[config.mk]
export PLATFORM = sky130hd
export DESIGN_NAME = pending_prio_encoder_flat
export DESIGN_NICKNAME = d
export VERILOG_FILES = /design/src/rtl/pending_prio_encoder_pkg.sv /design/src/rtl/pending_prio_encoder_if.sv /design/src/rtl/pending_prio_encoder_prio_pick.sv /design/src/rtl/pending_prio_encoder.sv /design/src/flat_wrapper.sv
export SDC_FILE = /design/constraint.sdc
export NUM_CORES = 1
export LEC_CHECK = 0
export ABC_AREA = 1
export BUFFER_PORTS_ARGS = -buffer_cell sky130_fd_sc_hd__buf_2
export CAP_MARGIN = 20
export CORE_MARGIN = 1
export CORE_UTILIZATION = 25
export CTS_CLUSTER_SIZE = 14
export DETAILED_ROUTE_END_ITERATION = 12
export HOLD_SLACK_MARGIN = 0.03
export SYNTH_ARGS = -nofsm -noshare
export SYNTH_HDL_FRONTEND = slang
export SYNTH_SLANG_ARGS = --single-unit
[constraint.sdc]
create_clock -name clk -period 3.65 [get_ports clk]
set_clock_uncertainty 0.05 [all_clocks]
set_input_delay 0.5475 -clock clk [delete_from_list [all_inputs] [get_ports clk]]
set_output_delay 0.5475 -clock clk [all_outputs]
set_load 0.02 [all_outputs]
[src/rtl/pending_prio_encoder_pkg.sv]
// Shared constants and width helper for the pending priority encoder slice.
package pending_prio_encoder_pkg;

  localparam int unsigned PE_DEF_N = 16;

  function automatic int unsigned pe_clog2(input int unsigned v);
    int unsigned w;
    w = 0;
    while ((64'd1 << w) < 64'(v)) w++;
    return w;
  endfunction

endpackage

[src/rtl/pending_prio_encoder_if.sv]
// Request/mask inputs and valid/ready index output of the pending priority encoder.
interface pending_prio_encoder_if
  import pending_prio_encoder_pkg::*;
#(
  parameter int unsigned N = PE_DEF_N
);

  localparam int unsigned IDX_W = pe_clog2(N);

  logic [N-1:0]     req_i;
  logic [N-1:0]     mask_i;
  logic             mode_i;
  logic             out_ready;
  logic             out_valid;
  logic [IDX_W-1:0] out_idx;
  logic [N-1:0]     pending_o;
  logic             busy_o;

  modport master (
    output req_i, mask_i, mode_i, out_ready,
    input  out_valid, out_idx, pending_o, busy_o
  );

  modport slave (
    input  req_i, mask_i, mode_i, out_ready,
    output out_valid, out_idx, pending_o, busy_o
  );

endinterface

[src/rtl/pending_prio_encoder_prio_pick.sv]
// Combinational highest-set-bit picker with optional round-robin start point.
module prio_pick #(
  parameter int unsigned N     = 16,
  parameter int unsigned IDX_W = 4
) (
  input  logic [N-1:0]     vec,
  input  logic [IDX_W-1:0] start_ptr,
  input  logic             rr_en,
  output logic [IDX_W-1:0] idx,
  output logic             any
);

  localparam logic [IDX_W:0] N_W = (IDX_W+1)'(N);

  logic [IDX_W-1:0] w_shift;
  logic [2*N-1:0]   w_dbl;
  logic [N-1:0]     w_rot;
  logic [IDX_W-1:0] w_hit;
  logic [IDX_W:0]   w_sum;
  logic [IDX_W:0]   w_wrap;
  logic             w_unused;

  // Rotate so bit (start-1) lands on the top position; scan then runs downward from there.
  assign w_shift  = rr_en ? start_ptr : '0;
  assign w_dbl    = {vec, vec} >> w_shift;
  assign w_rot    = w_dbl[N-1:0];
  assign w_unused = ^w_dbl[2*N-1:N];

  always_comb begin
    w_hit = '0;
    for (int unsigned i = 0; i < N; i++) begin
      if (w_rot[i]) w_hit = i[IDX_W-1:0];
    end
  end

  assign w_sum  = {1'b0, w_hit} + {1'b0, w_shift};
  assign w_wrap = w_sum - N_W;
  assign idx    = (w_sum >= N_W) ? w_wrap[IDX_W-1:0] : w_sum[IDX_W-1:0];
  assign any    = |vec;

endmodule

[src/rtl/pending_prio_encoder.sv]
// Sticky pending register with masked fixed/round-robin selection on a valid/ready output.
module pending_prio_encoder
  import pending_prio_encoder_pkg::*;
#(
  parameter int unsigned N = PE_DEF_N
) (
  input  logic                 clk,
  input  logic                 rst_n,
  pending_prio_encoder_if.slave bus
);

  localparam int unsigned IDX_W = pe_clog2(N);

  localparam logic [0:0] S_IDLE  = 1'b0;
  localparam logic [0:0] S_OFFER = 1'b1;

  logic [0:0]       r_state;
  logic [N-1:0]     r_pending;
  logic [IDX_W-1:0] r_idx;
  logic [IDX_W-1:0] r_rr_ptr;

  logic             w_grant;
  logic [N-1:0]     w_clr;
  logic [N-1:0]     w_elig;
  logic [IDX_W-1:0] w_start;
  logic [IDX_W-1:0] w_pick;
  logic             w_any;

  assign w_grant = (r_state == S_OFFER) && bus.out_ready;
  assign w_clr   = w_grant ? ({{(N-1){1'b0}}, 1'b1} << r_idx) : '0;
  assign w_elig  = r_pending & bus.mask_i & ~w_clr;
  // A back-to-back pick must scan from the index being granted right now, not the stale pointer.
  assign w_start = w_grant ? r_idx : r_rr_ptr;

  prio_pick #(
    .N     (N),
    .IDX_W (IDX_W)
  ) u_pick (
    .vec       (w_elig),
    .start_ptr (w_start),
    .rr_en     (bus.mode_i),
    .idx       (w_pick),
    .any       (w_any)
  );

  always_ff @(posedge clk or negedge rst_n) begin
    if (!rst_n) begin
      r_state   <= S_IDLE;
      r_pending <= '0;
      r_idx     <= '0;
      r_rr_ptr  <= '0;
    end else begin
      r_pending <= (r_pending & ~w_clr) | bus.req_i;
      case (r_state)
        S_IDLE: begin
          if (w_any) begin
            r_state <= S_OFFER;
            r_idx   <= w_pick;
          end
        end
        S_OFFER: begin
          if (bus.out_ready) begin
            r_rr_ptr <= r_idx;
            if (w_any) r_idx   <= w_pick;
            else       r_state <= S_IDLE;
          end
        end
      endcase
    end
  end

  assign bus.out_valid = (r_state == S_OFFER);
  assign bus.out_idx   = r_idx;
  assign bus.pending_o = r_pending;
  assign bus.busy_o    = |(r_pending & bus.mask_i);

endmodule

[src/flat_wrapper.sv]
// flat-port wrapper written by rule: the top's interface ports become plain ports
module pending_prio_encoder_flat import pending_prio_encoder_pkg::*;
#(
  parameter int unsigned N = PE_DEF_N
)
  (clk, rst_n, bus_req_i, bus_mask_i, bus_mode_i, bus_out_ready, bus_out_valid, bus_out_idx, bus_pending_o, bus_busy_o);
  pending_prio_encoder_if #(.N(N)) bus_i ();
  input  logic clk;
  input  logic rst_n;
  input wire logic [$bits(bus_i.req_i)-1:0] bus_req_i;
  input wire logic [$bits(bus_i.mask_i)-1:0] bus_mask_i;
  input wire logic [$bits(bus_i.mode_i)-1:0] bus_mode_i;
  input wire logic [$bits(bus_i.out_ready)-1:0] bus_out_ready;
  output wire logic [$bits(bus_i.out_valid)-1:0] bus_out_valid;
  output wire logic [$bits(bus_i.out_idx)-1:0] bus_out_idx;
  output wire logic [$bits(bus_i.pending_o)-1:0] bus_pending_o;
  output wire logic [$bits(bus_i.busy_o)-1:0] bus_busy_o;
  assign bus_i.req_i = bus_req_i;
  assign bus_i.mask_i = bus_mask_i;
  assign bus_i.mode_i = bus_mode_i;
  assign bus_i.out_ready = bus_out_ready;
  assign bus_out_valid = bus_i.out_valid;
  assign bus_out_idx = bus_i.out_idx;
  assign bus_pending_o = bus_i.pending_o;
  assign bus_busy_o = bus_i.busy_o;
  pending_prio_encoder #(.N(N)) u_core (.clk(clk), .rst_n(rst_n), .bus(bus_i));
endmodule
==> impl_metrics.yaml <==
worst_setup_path:
  cp_data_required_time_ps: 3800
  worst_ep_arrival_time_ps: 3540
  rrSetupSlack_ps: 270
  crit_path_end_kind: "flop"
  worst_setup_path_start_kind: "primary input"
  path_class: "in2reg"
  crit_path_max_fanout: 6
yosys:
  syn_area_um2: 2370
  synth-main-ff-cell: "dfrtp_1"
  synthAdderAreaFrac_pct: 2.43
  yosysUniqueCellTypes: 30
  ys_seq_elements: 25
  synthMuxAreaShare_pct: 0
  avgSynthCellArea_um2: 6.07
  async_flop_share_pct: 100
  synth_compound_area_share_pct: 15.3
  synth_xor_area_share_pct: 1.11
  ys_warn_count: 0
  synth_simple_gate_area_share_pct: 46.1
  yosysSeqAreaShare_pct: 26.4
  syn_inst: 390
  synth_edf_count: 0
  syn-num-nets: 430
  synth_top_family_by_area: "simple AND/OR/NAND/NOR gates"
global_route:
  grt-ovfl-total: 0
  grt_pass1_vias: 2604
  antenna_found_initial: 0
  grt_max_degree: 26
  grt_usage_pct: 15.4
  grt_pass1_wl_um: 12200
floorplan:
  coreArea_um2: 9200
  ios: 58
  die_y_um: 99.3
  die_area_um2: 9870
  fp-row-count: 35
  die_w_um: 99.3
  initial_utilization_pct: 25.8
sta:
  finalHoldViolations: 0
  finalSetupViolCount: 0
  tns_ps: 0
  period_share_pct: 92.7
  worst_slack_ps: 267
  finalCriticalPeriod_ps: 3380
  worstMarginPinSlew_ps: 567
  fmax_mhz: 296
  relSlewSlack_pct: 62.2
  finalMaxSlewViolations: 0
power_and_ir_drop:
  vdd_ir_drop_max_mv: 0.208
  p_leak_nw: 1.59
  combPwrFrac_pct: 68.9
  power.internal_mw: 0.887
  clockPowerShare_pct: 9.1
  p_switching_mw: 0.997
  power_density_nw_per_um2: 612
  seqPwrFrac_pct: 22.0
  power.share.switching_pct: 52.9
  total_power_mw: 1.88
cts:
  path_clk_slew_ps: 90
  clock-root-buffer: "clkbuf_8"
  numCtsBuffers: 3
  cts.sinks: 25
  cts_tree: "yes"
  postCtsHoldBufs: 0
  clk-insertion-delay-late_ps: 270
  clockBufferDepth: 2
  cts_max_level: 1
status:
  status: "finished, final reports clean"
layout:
  syn2layout_area_growth_pct: 30.1
  final_util_pct: 33.5
  nets: 498
  n_antenna_cell: 0
  final_common_cell: "nand2_1"
  layout_common_cells: "nand2_1 (130), buf_2 (58), nand3_1 (57)"
  drive_above_1_share_pct: 25.8
placed_design:
  pre_cts_ws_ps: -151
  hpwlAfterDp_um: 6170
  gp_congestion: 0.894
  io_buffers: 57
detailed_routing:
  vias: 2867
  ant_nets: 0
  drc: 0
  routedWlPerCell_um: 13.6
  vias_per_cell: 5.05
  drt-initial-drc-count: 214
  first_pass_iters: 5
  wl_um: 7720
min_path:
  hold_class: "in2async"
flow_run:
  maxCapViolCount: 0
[cell type report]
| class | count | area, um^2 |
|---|---|---|
| clock buffer | 3 | 41.3 |
| clock inverter | 1 | 5.00 |
| fill | 1038 | 6120 |
| inverter | 40 | 161 |
| multi-input combinational | 315 | 1660 |
| sequential | 25 | 631 |
| tap | 111 | 139 |
| timing repair buffer | 73 | 447 |
[flip-flops by register name (all words and copies together) (netlist names)]
name	flops
u_core.bus.pending_o	16
u_core.bus.out_valid	1
u_core.r_rr_ptr	4
u_core.bus.out_idx	4
[routing by layer]
| metal | wire, um | vias to the layer above | GRT usage, % | part of all wire [%] |
|---|---|---|---|---|
| li1 | - | 1414 | - | - |
| met1 | 3450 | 1331 | 21.8 | 45 |
| met2 | 3570 | 120 | 24.7 | 46 |
| met3 | 679 | 2 | 3.37 | 8.8 |
| met4 | 16 | 0 | 1.58 | 0.21 |
| met5 | 0 | - | 0 | 0 |
[repair_timing]
action	4_1_cts	5_1_grt
setup buffers	0	4
resized for setup	0	48
setup endpoints to repair	0	3
[worst paths after layout]
kind | start | endpoint | cells after the start
max | bus_out_ready | u_core.bus.out_idx[1]$_DFFE_PN0P_ | 27
max in group asynchronous | rst_n | u_core.bus.out_idx[3]$_DFFE_PN0P_ | 1
max reg2reg | u_core.bus.out_valid$_DFF_PN0_ | u_core.bus.out_idx[1]$_DFFE_PN0P_ | 26
min in group clk | bus_req_i[10] | u_core.bus.pending_o[10]$_DFF_PN0_ | 2
min | rst_n | u_core.r_rr_ptr[2]$_DFFE_PN0P_ | 1
min reg2reg | u_core.r_rr_ptr[3]$_DFFE_PN0P_ | u_core.r_rr_ptr[3]$_DFFE_PN0P_ | 2
[worst max-delay path, cell delays in order]
cell and delay [ps]:
buf_2 180, nand2_4 100, nand2_2 90, nand2_2 80, nor2_4 230, nand2_1 110
and2_1 180, o21ai_2 200, nand2_2 80, nand3_1 90, nand2_1 90, nand2_1 70
nand2_1 40, nand2_1 50, nand2_1 40, nand2_1 60, nand2_1 50, nand2_1 60
nand2_1 60, nand2_1 60, nand2_1 50, nand2_1 50, nand2_1 60, ha_2 200
fa_2 520, nor2_1 50, a21oi_1 120
[stage by stage]
step	hold WS (ps)	cells	cell area, um^2
after CTS	229	563	2890
final	204	568	3080
after global routing	258	568	3080
after floorplan	202	390	2370
after detailed placement	417	559	2850
after global placement	412	559	2850
[synth_stat cells (4+ instances only)]
library cell / n / area share, %
o21bai_1: 17 / 5.4
inv_1: 37 / 5.9
nand4_1: 8 / 2.1
nor2_1: 32 / 5.1
o21ai_0: 8 / 1.7
o21ai_1: 8 / 1.7
dfrtp_1: 25 / 26
a31oi_1: 4 / 1.1
buf_2: 7 / 1.5
nand3_1: 68 / 14
a21o_1: 8 / 2.5
nand2_1: 134 / 21
a21oi_1: 6 / 1.3
[power groups by stage]
stage / sequential [mW] / clock (mW) / combinational [mW]
floorplan: 0.435 / 0 / 0.808
global placement: 0.404 / 0 / 1.17
detailed placement: 0.408 / 0 / 1.17
CTS: 0.403 / 0.175 / 1.18
global route: 0.425 / 0.185 / 1.44
finish: 0.415 / 0.171 / 1.30
[kinds of logic (layout without fill, tap and decap cells)]
| group | count (synthesis) | after routing |
|---|---|---|
| compound gates | 56 | 56 |
| flops | 25 | 25 |
| simple gates | 252 | 252 |
| buf+inv | 50 | 117 |
| fa+ha+maj | 4 | 4 |
| xor+xnor | 3 | 3 |
(Power assumes the default switching activity.)
